==> src/rtl/piece_position_ctrl.sv <==
// rtl/piece_position_ctrl.sv - single-cell falling block position controller (optional HARD_DROP_EN)
module piece_position_ctrl #(
  parameter int SPAWN_COL = 4
) (
  input  logic         clk,
  input  logic         rst,
  input  logic [159:0] screen,
  input  logic         btn_left,
  input  logic         btn_right,
  input  logic         btn_drop,
  input  logic         grav_tick,
  output logic [3:0]   hor_block,
  output logic [3:0]   vert_block,
  output logic         lock_valid,
  input  logic         lock_ready,
  output logic         game_over
);

  localparam logic [2:0] S_SPAWN = 3'd0;
  localparam logic [2:0] S_FALL  = 3'd1;
  localparam logic [2:0] S_LOCK  = 3'd2;
  localparam logic [2:0] S_OVER  = 3'd3;
`ifdef HARD_DROP_EN
  localparam logic [2:0] S_DROP  = 3'd4;
`endif

  localparam logic [3:0] SPAWN_HOR = SPAWN_COL[3:0];

  logic [2:0] r_state;
  logic [3:0] r_hor;
  logic [3:0] r_vert;
  logic       r_lock_valid;
  logic       r_game_over;

  // Occupancy of the block's own row and the row beneath it
  logic [7:0] w_cur_base;
  logic [7:0] w_next_base;
  logic [9:0] w_cur_row;
  logic [9:0] w_next_row;
  logic [3:0] w_hor_dec;
  logic [3:0] w_hor_inc;
  logic       w_landed;
  logic       w_left_ok;
  logic       w_right_ok;
  logic       w_spawn_blocked;

  assign w_cur_base  = {4'd0, r_vert} * 8'd10;
  // On the bottom row there is no row beneath; reuse the current base so the
  // part-select stays in range (the landing test ignores it there anyway).
  assign w_next_base = (r_vert == 4'd15) ? w_cur_base : w_cur_base + 8'd10;
  assign w_cur_row   = screen[w_cur_base +: 10];
  assign w_next_row  = screen[w_next_base +: 10];

  // Saturated neighbour columns keep the bit-selects in range at the walls
  assign w_hor_dec   = (r_hor == 4'd0) ? 4'd0 : r_hor - 4'd1;
  assign w_hor_inc   = (r_hor == 4'd9) ? 4'd9 : r_hor + 4'd1;

  assign w_landed        = (r_vert == 4'd15) || w_next_row[r_hor];
  assign w_left_ok       = (r_hor != 4'd0) && !w_cur_row[w_hor_dec];
  assign w_right_ok      = (r_hor != 4'd9) && !w_cur_row[w_hor_inc];
  assign w_spawn_blocked = screen[SPAWN_COL];

`ifdef HARD_DROP_EN
`else
  logic w_unused_drop;
  assign w_unused_drop = btn_drop;
`endif

  // Block state machine: spawn, player/gravity motion, lock handshake, game over
  always_ff @(posedge clk or posedge rst) begin
    if (rst) begin
      r_state      <= S_SPAWN;
      r_hor        <= SPAWN_HOR;
      r_vert       <= 4'd0;
      r_lock_valid <= 1'b0;
      r_game_over  <= 1'b0;
    end else begin
      case (r_state)
        S_SPAWN: begin
          r_hor  <= SPAWN_HOR;
          r_vert <= 4'd0;
          if (w_spawn_blocked) begin
            r_state     <= S_OVER;
            r_game_over <= 1'b1;
          end else begin
            r_state <= S_FALL;
          end
        end
        S_FALL: begin
          // Gravity wins over any same-cycle horizontal request, which is dropped
          if (grav_tick) begin
            if (w_landed) begin
              r_state      <= S_LOCK;
              r_lock_valid <= 1'b1;
            end else begin
              r_vert <= r_vert + 4'd1;
            end
          end
`ifdef HARD_DROP_EN
          else if (btn_drop) begin
            r_state <= S_DROP;
          end
`endif
          else if (btn_left && !btn_right) begin
            if (w_left_ok) r_hor <= w_hor_dec;
          end else if (btn_right && !btn_left) begin
            if (w_right_ok) r_hor <= w_hor_inc;
          end
        end
`ifdef HARD_DROP_EN
        S_DROP: begin
          if (w_landed) begin
            r_state      <= S_LOCK;
            r_lock_valid <= 1'b1;
          end else begin
            r_vert <= r_vert + 4'd1;
          end
        end
`endif
        S_LOCK: begin
          if (lock_ready) begin
            r_state      <= S_SPAWN;
            r_lock_valid <= 1'b0;
          end
        end
        S_OVER: begin
          r_state <= S_OVER;
        end
        default: begin
          r_state      <= S_SPAWN;
          r_lock_valid <= 1'b0;
          r_game_over  <= 1'b0;
        end
      endcase
    end
  end

  assign hor_block  = r_hor;
  assign vert_block = r_vert;
  assign lock_valid = r_lock_valid;
  assign game_over  = r_game_over;

endmodule

==> config.mk <==
export PLATFORM = sky130hd
export DESIGN_NAME = piece_position_ctrl
export DESIGN_NICKNAME = d
export VERILOG_FILES = /design/src/rtl/piece_position_ctrl.sv
export SDC_FILE = /design/constraint.sdc
export NUM_CORES = 1
export LEC_CHECK = 0
export BUFFER_PORTS_ARGS = -buffer_cell sky130_fd_sc_hd__buf_2
export CORE_MARGIN = 5
export CORE_UTILIZATION = 30
export CTS_CLUSTER_SIZE = 16
export DETAILED_ROUTE_END_ITERATION = 8
export HOLD_SLACK_MARGIN = 0.06
export SYNTH_ARGS = -nofsm -noshare
export SYNTH_HDL_FRONTEND = slang
export SYNTH_SLANG_ARGS = --single-unit
==> constraint.sdc <==
create_clock -name clk -period 4.2 [get_ports clk]
set_clock_uncertainty 0.15 [all_clocks]
set_input_delay 0.21 -clock clk [delete_from_list [all_inputs] [get_ports clk]]
set_output_delay 0.21 -clock clk [all_outputs]
set_load 0.01 [all_outputs]
# [After elaboration in Yosys (flattened, before gate mapping)]
# Index checks and enable logic that the tools add are counted.
# Widths: inputs -> output; s select.
[classes] eq_ne=15 add_sub_neg=4 multipliers=1 bitwise_logic=2 n_reduce_logical=20 shifts=2 mux=29 order_cmp=3
[ops] cell="$shiftx 160x9->10" count=2
[ops] cell="$mux 4" count=9
[ops] cell="$pmux 4 s2" count=2
[ops] cell="$lt 4x5->1 const B" count=3
[ops] cell="$bmux 1 s4" count=3
[ops] cell="$ne 2x2->1 const B" count=6
[ops] cell="$pmux 3 s4" count=1
[ops] cell="$mux 3" count=3
[ops] cell="$ne 3x3->1 const B" count=3
[ops] cell="$add 4x1->4 const B" count=2
[ops] cell="$add 8x4->8 const B" count=1
[ops] cell="$eq 4x4->1 const B" count=2
[ops] cell="$mux 8" count=1
[ops] cell="$mul 4x3->7 const B" count=1
[ops] cell="$mux 1" count=7
[ops] cell="$eq 3x2->1 const B" count=2
[ops] cell="$reduce_and 3->1" count=2
[ops] cell="$reduce_and 5->1" count=1
[ops] cell="$logic_and 1x1->1" count=4
[ops] cell="$logic_not 1->1" count=4
[ops] cell="$logic_not 4->1" count=1
[ops] cell="$ne 4x4->1 const B" count=1
[ops] cell="$reduce_and 4->1" count=1
[ops] cell="$reduce_bool 4->1" count=1
[ops] cell="12 further kinds" count=13
[word_totals] elab_cells=81 output_inout_bits=10 inputBits=167 register_bits=13

# [Logic depth before layout (Yosys ltp)]
[depth] ltp_word=11 mapped_depth=18 ltp_nobuf=14

# [Least setup slack after synthesis]
# Ideal clock, no wire load.
[synth_timing] kind="reg2reg" startpoint="register r_vert[3] (netlist: vert_block[3])" endpoint="register r_state[1]" stages_incl_launch_ff=16 period_less_slack_ns=4.424 required_time_ns=3.925 path_buffers=1 slack_ns=-0.224 setup_time_ns=0.125 arrival_ns=4.149 cell_sequence="dfrtp_1 -> ha_1 -> ha_1 -> fa_1 -> clkbuf_1 -> nand2_1 -> o311a_1 -> a311oi_4 -> and2_4 -> o221ai_2 -> o21bai_1 -> o22ai_1 -> nor4_4 -> nand2_1 -> a221o_1 -> mux2_4"
[synth_between] elab_chain_len=9 word_cells_on_any_way=10 classes_between="add/sub: 1; mul: 1; eq/ne: 2; shift: 1; mux: 3; reduce/logical: 2"
[synth_rtl] element="start, declared" line="31" rtl="logic [3:0] r_vert;"
[synth_rtl] element="start signal, assigned" line="96" rtl="r_vert <= r_vert + 4'd1;"
[synth_rtl] element="$mul 4x3->7" line="47" rtl="assign w_cur_base = {4'd0, r_vert} * 8'd10;"
[synth_rtl] element="$add 8x4->8" line="50" rtl="assign w_next_base = (r_vert == 4'd15) ? w_cur_base : w_cur_base + 8'd10;"
[synth_rtl] element="$mux 8" line="50"
[synth_rtl] element="$shiftx 160x9->10" line="52" rtl="assign w_next_row = screen[w_next_base +: 10];"
[synth_rtl] element="$bmux 1 s4" line="58" rtl="assign w_landed = (r_vert == 4'd15) || w_next_row[r_hor];"
[synth_rtl] element="$mux 1 (not written as such)" line="58"
[synth_rtl] element="$logic_or 1x1->1 *" line="58"
[synth_rtl] element="$ne 2x2->1 (no line) *"
[synth_rtl] element="$reduce_and 3->1 (no line) *"
[synth_rtl] element="end signal, assigned" line="72" rtl="r_state <= S_SPAWN;"
[synth_rtl] element="end signal, assigned" line="83" rtl="r_state <= S_OVER;"
[synth_rtl] element="end signal, assigned" line="86" rtl="r_state <= S_FALL;"
[synth_rtl] element="end, declared" line="29" rtl="logic [2:0] r_state;"
# Mark *: on every way between the ends. The rest lies on a longest branch, timed or not. The select of a mux whose other input is x is not followed.
# A chain may end at the register's enable or synchronous reset.

# [Final worst setup path]
[layout_timing] startpoint="register r_vert[1] (netlist: vert_block[1])" endpoint="register r_state[1]"
# The elaborated chain is that of the path after synthesis.

==> out/results.txt <==
CP Capture Point: r_state[1]$_DFFE_PP0P_
slowest CP cell: dfrtp_4
Residual DRC: 0
status: complete, but fails checks
hold_sp: screen[4]
Seq cells post-synth: 12
final hold violation count: 0
violated checks: setup timing
CTS tree: built
Design Power: 12,700 uW
layout cells sized above 1: 43.3%
worst hold path class: input port to flop
largest net degree at the start of global routing: 69
largest cells by area after synthesis: mux4_2 25%, mux2i_1 16%, nand2_1 5.0%, o221ai_1 4.0%, mux2_2 3.5%
mapped cell area: 0.0115 mm2
vias in the first global route: 13,735
Congestion Overflow GR: 0
Ys Warns: 0
startpoint type of the worst setup path: flop
number of port buffers: 175
DR iter-0 viols: 2,263
Routed WL per cell: 28.8 um
Die W: 206 um
most instantiated cells after synthesis: 188 x mux2i_1, 152 x nand2_1, 129 x mux4_2, 69 x nor2_1, 65 x a21oi_1
Synth Area in Compound Gates: 25.3%
unrepaired setup endpoints after global routing: yes
cell count after synthesis: 1,344
ys async rst share: 100%
Synth area leader: mux4_2
syn_area_per_cell: 8.57 um2
first-pass GRT wire length: 92,100 um
CP peak stage delay: 0.48 ns
Initial Util: 30.5%
Vias: 14,654
Synth Area in XOR/XNOR: 1.10%
Clock Sinks: 12
hold depth: 3
post-synthesis mux area share: 45.2%
Final setup viols: 7
Vias/cell: 6.74
crit path max fanout: 8
CP top delay family: compound AO/OA/AOI/OAI gates
Levels on crit path: 15
Critical Path RT: 4.17 ns
synthesis-to-layout area growth: 32.4%
fin crit share: 105%
GRT Util Overall: 28.1%
worst r2r dst: r_state[1]$_DFFE_PP0P_
largest family of logic cells by synthesized area: multiplexers
most frequent CP cell: buf_4
Setup TNS Final: -0.706 ns
Final GP Congestion: 1.09
# rows: 71
final WL: 62,700 um
TritonRoute pass-1 iters: 5
antenna-violating nets left: 0
crit path cell chain: buf_4, ha_4, buf_4, nand3_4, buf_4, a21boi_4, nor2_4, buf_4, mux2_2, a311oi_2, a21oi_1, o32a_1, o311a_1, a221o_1, mux2_4
leak pwr: 0.00578 uW
Hold Slack: 0.280 ns
total CTS buffers: 3
clock slew at reported path FFs: 0.04 ns
# IOs: 177
sequential cell area fraction in the yosys report: 2.62%
FF-to-FF setup slack: -0.19 ns
Die Y: 206 um
CTS Buffer Depth: 2
Post-Synth Simple-Gate Area: 15.6%
min cycle time layout: 4.39 ns
MaxCap Viol Count: 0
top_reg_cell synth: dfrtp_1
crit path capture type: flop
CP Buf/Inv Count: 4
final core occ: 40.4%
dpl ws: -0.292 ns
die area: 0.0424 mm2
Core Area: 0.0378 mm2
r2r worst-path depth: 15
antenna violations before repair: 3
top-count cell post-synth: mux2i_1
Adder-Cell Fraction of Synth Area: 1.91%
CTS H-Tree Depth: 1
share of the synthesized area in the top cell type: 25.2%
Worst R2R Start: vert_block[1]$_DFFE_PP0P_
nets@finish: 1,845
Slew Viols, Final: 0
Max VDD drop: 0.000349 V
Critical Path AT: 4.36 ns
worst-skew pair later-pin latency: 0.24 ns
fmax: 0.228 GHz
Slew @ Worst Pin: 0.893 ns
fillcell total: 3,806
WS Path Type: flop to flop
dpl hpwl: 48,000 um
PD cells: 830 mW/mm2
relative slew slack: 40.0%
Synthesized Nets: 1,528
Clock Tree Root: clkbuf_16
Final WS setup: -0.191 ns
Critical Path Source: vert_block[1]$_DFFE_PP0P_
library cells used by synthesis: 90
Post-synth EDFFs: 0
==> routing by layer <==
metal | share of wire, % | wire (um) | track usage, %
met1 | 39 | 24500 | 39.8
met3 | 12 | 7600 | 4.72
met4 | 5.8 | 3610 | 11.5
met2 | 43 | 26900 | 42.6
met5 | 0.043 | 27 | 0
==> flip-flops by register name, summed over array words and instances (netlist names) <==
signal      count
r_state         2
lock_valid      1
vert_block      4
game_over       1
hor_block       4
==> how the worst min path moves through the flow <==
stage	endpoint	slack, ns
after floorplan	game_over$_DFFE_PP0P_	-0.08
after global placement	game_over$_DFFE_PP0P_	0.1
after detailed placement	game_over$_DFFE_PP0P_	0.1
after CTS	game_over$_DFFE_PP0P_	0.25
after global routing	game_over$_DFFE_PP0P_	0.31
final	game_over$_DFFE_PP0P_	0.28
==> cell type report <==
| type | count | area, um2 | area share, % |
|---|---|---|---|
| inverters | 18 | 67.6 | 0.443 |
| diodes | 3 | 7.51 | 0.0492 |
| repair buffers | 456 | 3400 | 22.3 |
| multi-input cells | 1170 | 10700 | 70.4 |
| well taps | 511 | 639 | 4.19 |
| flip-flops and latches | 12 | 310 | 2.03 |
| clock buffers | 4 | 88.8 | 0.582 |
==> layout by cell type (no fill, tap or decap), types with 7 or more instances in the layout <==
cell      count
buf_12       20
inv_1        15
a31oi_1      18
buf_6        10
buf_2       175
nor2_1       67
nand4_1       8
nand2_1     151
a211oi_1     20
o21ai_0      45
o22ai_1      44
a311oi_1      7
nand3_1      36
mux2i_1     185
ha_1         12
o221ai_1     51
a21oi_1      63
nor3_1       47
buf_4       242
or3_1        10
mux2_2       36
nor2b_1       8
o211ai_1     15
dfrtp_1       8
mux4_2      129
==> metrics by stage <==
stage               instance area (um2)  cells
floorplan                         11500   1344
global placement                  14300   2129
detailed placement                14300   2129
CTS                               15000   2156
global route                      15200   2171
finish                            15300   2174
==> repair_timing <==
| action | CTS | global route |
|---|---|---|
| cloned | 3 | 0 |
| pin swaps | 18 | 16 |
| buffers inserted | 20 | 15 |
| gates resized for setup | 61 | 33 |
| hold buffers | 1 | 0 |
| hold endpoints to repair | 11 | 0 |
| setup endpoints to repair | 7 | 7 |
==> tightest hold or removal path, cell delays in order <==
cell and delay [ns]:
buf_2 0.20, a21oi_1 0.16, a21oi_1 0.05
==> report_power, final <==
| part | total, uW | internal (uW) | switching (uW) |
|---|---|---|---|
| clock | 194 | 144 | 50.2 |
| combinational | 12300 | 5550 | 6710 |
| sequential | 221 | 167 | 54.4 |
| total | 12700 | 5860 | 6810 |
==> kinds of logic after synthesis <==
family	after synthesis
AO/OA/AOI/OAI	401
flip-flops	12
XOR/XNOR	11
buffers and inverters	163
AND/OR/NAND/NOR	386
multiplexers	354
adder cells (fa/ha/maj)	17
Power figures use the tool's default switching activity.
